[src/rtl/flip_dispatch.sv]
// Flip-index dispatch queue: FIFO between the priority selector and spin update, with offset pulses and flush/drain.
// Optional build macro FLIP_DISPATCH_STATS_EN adds a saturating pop counter port flip_count.
module flip_dispatch #(
   parameter int DEPTH        = 4,
   parameter int NOFLIP_LIMIT = 16
) (
   input  logic       clk,
   input  logic       rst_n,
   input  logic [9:0] in_index,
   input  logic       in_valid,
   output logic       in_ready,
   output logic [9:0] out_index,
   output logic       out_valid,
   input  logic       out_ready,
   input  logic       flush,
   output logic       flush_done,
   output logic       offset_inc,
`ifdef FLIP_DISPATCH_STATS_EN
   output logic       offset_clr,
   output logic [15:0] flip_count
`else
   output logic       offset_clr
`endif
);

   localparam int AW = $clog2(DEPTH);
   localparam int CW = AW + 1;

   localparam logic [0:0] ST_RUN   = 1'b0;
   localparam logic [0:0] ST_DRAIN = 1'b1;

   logic [9:0]    mem [DEPTH];
   logic [AW-1:0] rd_ptr, wr_ptr, rd_ptr_nxt;
   logic [CW-1:0] count, count_after_pop, count_nxt;
   logic [7:0]    noflip_cnt;
   logic [0:0]    state;
   logic          push, pop, full, empty;

   assign full      = (count == CW'(DEPTH));
   assign empty     = (count == '0);
   assign in_ready  = !full && (state == ST_RUN);
   assign out_valid = !empty;
   assign push      = in_valid && in_ready;
   assign pop       = out_valid && out_ready;

   assign rd_ptr_nxt      = rd_ptr + AW'(pop);
   assign count_after_pop = count - CW'(pop);
   assign count_nxt       = count_after_pop + CW'(push);

   always_ff @(posedge clk) begin
      if (push)
         mem[wr_ptr] <= in_index;
   end

   // Head register: bypass the incoming index when the queue would otherwise be empty, hold when it drains
   always_ff @(posedge clk) begin
      if (!rst_n)
         out_index <= '0;
      else if (push && (count_after_pop == '0))
         out_index <= in_index;
      else if (count_nxt != '0)
         out_index <= mem[rd_ptr_nxt];
   end

   always_ff @(posedge clk) begin
      if (!rst_n) begin
         state      <= ST_RUN;
         rd_ptr     <= '0;
         wr_ptr     <= '0;
         count      <= '0;
         noflip_cnt <= '0;
         offset_inc <= 1'b0;
         offset_clr <= 1'b0;
         flush_done <= 1'b0;
      end else begin
         if (push)
            wr_ptr <= wr_ptr + AW'(1);
         rd_ptr     <= rd_ptr_nxt;
         count      <= count_nxt;
         offset_clr <= pop;
         offset_inc <= 1'b0;
         flush_done <= 1'b0;
         case (state)
            ST_RUN: begin
               if (in_valid)
                  noflip_cnt <= '0;
               else if (noflip_cnt == 8'(NOFLIP_LIMIT - 1)) begin
                  noflip_cnt <= '0;
                  offset_inc <= 1'b1;
               end else
                  noflip_cnt <= noflip_cnt + 8'd1;
               // An already-empty queue completes its flush without visiting DRAIN
               if (flush) begin
                  if (empty && !push)
                     flush_done <= 1'b1;
                  else
                     state <= ST_DRAIN;
               end
            end
            default: begin
               noflip_cnt <= '0;
               if (empty) begin
                  state      <= ST_RUN;
                  flush_done <= 1'b1;
               end
            end
         endcase
      end
   end

`ifdef FLIP_DISPATCH_STATS_EN
   always_ff @(posedge clk) begin
      if (!rst_n)
         flip_count <= '0;
      else if (pop && (flip_count != 16'hFFFF))
         flip_count <= flip_count + 16'd1;
   end
`endif

endmodule

[config.mk]
export PLATFORM = sky130hd
export DESIGN_NAME = flip_dispatch
export DESIGN_NICKNAME = d
export VERILOG_FILES = /design/src/rtl/flip_dispatch.sv
export SDC_FILE = /design/constraint.sdc
export NUM_CORES = 1
export LEC_CHECK = 0
export ABC_AREA = 1
export CAP_MARGIN = 10
export CELL_PAD_IN_SITES_DETAIL_PLACEMENT = 1
export CELL_PAD_IN_SITES_GLOBAL_PLACEMENT = 2
export CORE_MARGIN = 1
export CORE_UTILIZATION = 37
export DETAILED_ROUTE_END_ITERATION = 10
export GPL_TIMING_DRIVEN = 0
export PLACE_DENSITY_LB_ADDON = 0.1
export SLEW_MARGIN = 10
export SYNTH_ARGS = -nofsm -noshare
export SYNTH_HDL_FRONTEND = slang
export SYNTH_SLANG_ARGS = --single-unit
[constraint.sdc]
create_clock -name clk -period 6.6 [get_ports clk]
set_clock_uncertainty 0.15 [all_clocks]
set_input_delay 1.32 -clock clk [delete_from_list [all_inputs] [get_ports clk]]
set_output_delay 1.32 -clock clk [all_outputs]
set_load 0.02 [all_outputs]
==> impl_metrics.prom <==
# TYPE chip_impl_metric gauge
chip_impl_metric{name="final_max_slew_viol_count",unit=""} 0
chip_impl_metric{name="power_density",unit="mW/mm^2"} 479.9
chip_impl_metric{name="post_synthesis_mean_instance_area",unit="um^2"} 8.452
chip_impl_metric{name="postSynthNetCount",unit=""} 397
chip_impl_metric{name="antenna_found_initial",unit=""} 0
chip_impl_info{name="path_cells",value="clkdlybuf4s50_1 > nand3_2 > buf_2 > inv_1 > ha_1 > ha_1 > nor2_1 > nand3_2 > nor2_4 > buf_6 > nand2_1 > nand2_1 > nor2_1"} 1
chip_impl_metric{name="worstPathBufferInverterCount",unit=""} 4
chip_impl_metric{name="netSwitchingPower",unit="mW"} 0.7492
chip_impl_info{name="grt_setup_unrepaired",value="false"} 1
chip_impl_metric{name="post_cts_resize_count",unit=""} 0
chip_impl_info{name="critPathLaunch",value="in_valid"} 1
chip_impl_metric{name="crit_path_max_incr_delay",unit="ns"} 0.53
chip_impl_info{name="setup.worst_path.start_class",value="input port"} 1
chip_impl_info{name="path_delay_family",value="buffers and inverters"} 1
chip_impl_metric{name="final_critical_path_required_period",unit="ns"} 3.743
chip_impl_metric{name="port-buffer-count",unit=""} 29
chip_impl_metric{name="ys_warn_count",unit=""} 0
chip_impl_metric{name="chipHeight",unit="um"} 94.19
chip_impl_metric{name="whs",unit="ns"} 0.3149
chip_impl_metric{name="hold_path_depth",unit=""} 1
chip_impl_metric{name="timing_hold_violations_final",unit=""} 0
chip_impl_metric{name="gr-total-overflow",unit=""} 0
chip_impl_metric{name="area_growth_syn_to_layout",unit="%"} 20.97
chip_impl_metric{name="grtUsageTotal",unit="%"} 18.78
chip_impl_info{name="critical_path.endpoint_type",value="register"} 1
chip_impl_info{name="critical_path.reg2reg.startpoint",value="count[2]"} 1
chip_impl_metric{name="tritoncts_num_sinks",unit=""} 69
chip_impl_metric{name="cp_num_cells",unit=""} 13
chip_impl_metric{name="yosys_register_bits",unit=""} 69
chip_impl_metric{name="pin_count",unit=""} 30
chip_impl_metric{name="fin_nets",unit=""} 437
chip_impl_metric{name="drc_errors",unit=""} 0
chip_impl_metric{name="fin_crit_sh",unit="%"} 56.71
chip_impl_metric{name="power.share.combinational",unit="%"} 46.4
chip_impl_metric{name="timing.critical_path.arrival",unit="ns"} 3.84
chip_impl_metric{name="clkTransAtPathRegs",unit="ns"} 0.07
chip_impl_metric{name="clk-insertion-delay-late",unit="ns"} 0.34
chip_impl_metric{name="clkPwrFrac",unit="%"} 22.6
chip_impl_info{name="hold_path_startpoint",value="noflip_cnt[0]"} 1
chip_impl_metric{name="cts-buffers-inserted",unit=""} 9
chip_impl_metric{name="routed_via_density",unit=""} 4.648
chip_impl_metric{name="peakVddDrop",unit="mV"} 0.1888
chip_impl_metric{name="cts.hold.buffers_added",unit=""} 0
chip_impl_metric{name="initialDrtViolationCount",unit=""} 71
chip_impl_info{name="outcome",value="complete, no violations"} 1
chip_impl_metric{name="preCtsSetupSlack",unit="ns"} 2.474
chip_impl_metric{name="tightest_slew",unit="ns"} 1.112
chip_impl_metric{name="initial_standard_cell_utilization_of_the_core",unit="%"} 38.27
chip_impl_metric{name="coreArea",unit="mm^2"} 0.008217
chip_impl_info{name="slowest_cell_on_crit_path",value="sky130_fd_sc_hd__clkdlybuf4s50_1"} 1
chip_impl_metric{name="synth.distinct_cells",unit=""} 24
chip_impl_metric{name="drive_gt1_share",unit="%"} 7.194
chip_impl_metric{name="avgRoutedWirePerCell",unit="um"} 14.17
chip_impl_info{name="timing.hold.worst.class",value="register to register"} 1
chip_impl_metric{name="routed_wl",unit="mm"} 7.399
chip_impl_metric{name="ff2ff_path_depth",unit=""} 13
chip_impl_metric{name="power_frac_seq",unit="%"} 31.0
chip_impl_metric{name="wire_length_of_the_first_global_routing_pass",unit="mm"} 12.08
chip_impl_metric{name="antenna_cells",unit=""} 0
chip_impl_info{name="clock_tree.root_cell",value="sky130_fd_sc_hd__clkbuf_8"} 1
chip_impl_metric{name="timing.final.ws_setup",unit="ns"} 2.857
chip_impl_metric{name="dp_hpwl",unit="mm"} 5.215
chip_impl_metric{name="gp_congestion",unit=""} 0.7092
chip_impl_metric{name="data_required_time_of_the_critical_path",unit="ns"} 6.70
chip_impl_metric{name="finalSetupViolations",unit=""} 0
chip_impl_info{name="cts_tree",value="done"} 1
chip_impl_metric{name="vias",unit=""} 2426
chip_impl_metric{name="synth.cell_area",unit="mm^2"} 0.003144
chip_impl_metric{name="number_of_global_route_vias_before_repair",unit=""} 2456
chip_impl_metric{name="power.share.switching",unit="%"} 41.05
chip_impl_metric{name="critPathMaxFanout",unit=""} 10
chip_impl_metric{name="p_int",unit="mW"} 1.076
chip_impl_metric{name="htree_levels",unit=""} 3
chip_impl_metric{name="cap_viol_max_count",unit=""} 0
chip_impl_metric{name="max_clock_freq",unit="MHz"} 267.2
chip_impl_metric{name="clock_path_buffers",unit=""} 2
chip_impl_metric{name="seq_area_frac_synth",unit="%"} 56.67
chip_impl_metric{name="die_width",unit="um"} 94.19
chip_impl_metric{name="rows",unit=""} 33
chip_impl_metric{name="fin_setup_tns",unit="ns"} 0
chip_impl_metric{name="final_antenna_net_count",unit=""} 0
chip_impl_metric{name="static-leakage-power",unit="nW"} 1.693
chip_impl_info{name="criticalPathCategory",value="input port to register"} 1
chip_impl_metric{name="worst_rel_slew_slack",unit="%"} 25.60
chip_impl_metric{name="grt_max_degree",unit=""} 13
chip_impl_metric{name="die_area",unit="mm^2"} 0.008871
chip_impl_metric{name="post-cts-setup-buffer-count",unit=""} 0
chip_impl_metric{name="first_pass_iteration_count_of_the_detailed_router",unit=""} 4
chip_impl_metric{name="synthesis.instances",unit=""} 372
## area by class of cell
type | count | area [um^2]
Fill cell | 978 | 4413
Sequential cell | 69 | 1782
Multi-Input combinational cell | 237 | 1092
Timing Repair Buffer | 29 | 290.3
Inverter | 57 | 214.0
Tap cell | 105 | 131.4
Clock buffer | 9 | 123.9
Clock inverter | 7 | 113.9
Buffer | 9 | 56.30
## sequential cells by signal (all words and copies together), names as in the netlist
signal and count:
count 3, flush_done 1, mem 40, noflip_cnt 8
offset_clr 1, offset_inc 1, out_index 10, rd_ptr 2
state 1, wr_ptr 2
## cell usage after synthesis, drive strengths merged
library cell | n | share of area, %
a21oi | 9 | 1.4
inv | 57 | 6.8
dfxtp | 29 | 18
ha | 10 | 4.0
buf | 7 | 1.6
nor3 | 5 | 0.80
o21ai | 11 | 1.8
edfxtp | 40 | 38
nand3b | 1 | 0.64
nor3b | 2 | 0.48
nor2 | 40 | 5.3
clkbuf | 2 | 0.24
nand2 | 145 | 17
xor2 | 1 | 0.28
nand4 | 2 | 0.40
nand3 | 10 | 2.1
nor4 | 1 | 0.20
## metrics by stage
stage               total power [mW]  instances  util, %  instance area (um^2)
detailed placement             1.431        506    43.40                  3566
CTS                            1.848        522    46.29                  3804
global placement               1.416        506    43.40                  3566
finish                         1.825        522    46.29                  3804
global route                   1.981        522    46.29                  3804
floorplan                      1.145        372        -                  3144
## per-layer routing
| metal | share of wire (%) | GRT usage, % |
|---|---|---|
| met1 | 46 | 22.87 |
| met2 | 48 | 32.13 |
| met3 | 3.4 | 3.317 |
| met4 | 1.8 | 8.462 |
| met5 | 0 | 0 |
## worst paths after layout
check | to | slack [ns]
setup / recovery | out_index[7] | 2.86
hold / removal | noflip_cnt[0] | 0.31
setup reg to reg | out_index[7] | 3.56
hold reg to reg | noflip_cnt[0] | 0.31
## power groups by stage
stage	clock [mW]	combinational, mW	sequential [mW]
floorplan	0	0.543	0.601
global placement	0	0.841	0.575
detailed placement	0	0.854	0.577
CTS	0.422	0.859	0.568
global route	0.438	0.969	0.575
finish	0.413	0.846	0.566
## cells by family after synthesis
kind of cell,synth area share (%)
flops,56.67
simple gates,27.30
buf+inv,8.595
fa+ha+maj,3.979
xor+xnor,0.2786
compound gates,3.183
## cells in the final DEF, fill, tap and decap left out, types with 2 or more instances in the layout
cell / n
sky130_fd_sc_hd__nand2_1: 143
sky130_fd_sc_hd__inv_1: 55
sky130_fd_sc_hd__edfxtp_1: 40
sky130_fd_sc_hd__nor2_1: 38
sky130_fd_sc_hd__dfxtp_1: 29
sky130_fd_sc_hd__clkdlybuf4s50_1: 29
sky130_fd_sc_hd__o21ai_0: 11
sky130_fd_sc_hd__ha_1: 10
sky130_fd_sc_hd__a21oi_1: 9
sky130_fd_sc_hd__clkbuf_8: 9
sky130_fd_sc_hd__nand3_1: 7
sky130_fd_sc_hd__nor3_1: 5
sky130_fd_sc_hd__nand3_2: 3
sky130_fd_sc_hd__buf_2: 3
sky130_fd_sc_hd__bufinv_16: 3
sky130_fd_sc_hd__inv_2: 2
sky130_fd_sc_hd__nor3b_1: 2
sky130_fd_sc_hd__nand4_1: 2
sky130_fd_sc_hd__nand2_2: 2
sky130_fd_sc_hd__nor2_4: 2
sky130_fd_sc_hd__buf_6: 2
sky130_fd_sc_hd__clkbuf_1: 2
sky130_fd_sc_hd__clkinv_1: 2
## worst reg2reg max path, cell delays in order (launching register included)
cell                      delay (ns)
sky130_fd_sc_hd__dfxtp_1        0.37
sky130_fd_sc_hd__nor3_1         0.44
sky130_fd_sc_hd__nor2_1         0.17
sky130_fd_sc_hd__ha_1           0.22
sky130_fd_sc_hd__ha_1           0.29
sky130_fd_sc_hd__inv_1          0.04
sky130_fd_sc_hd__ha_1           0.29
sky130_fd_sc_hd__nor2_1         0.18
sky130_fd_sc_hd__nand3_2        0.17
sky130_fd_sc_hd__nor2_4         0.28
sky130_fd_sc_hd__buf_6          0.18
sky130_fd_sc_hd__nand2_1        0.06
sky130_fd_sc_hd__nand2_1        0.06
sky130_fd_sc_hd__nor2_1         0.04
Power figures use the tool's default switching activity.
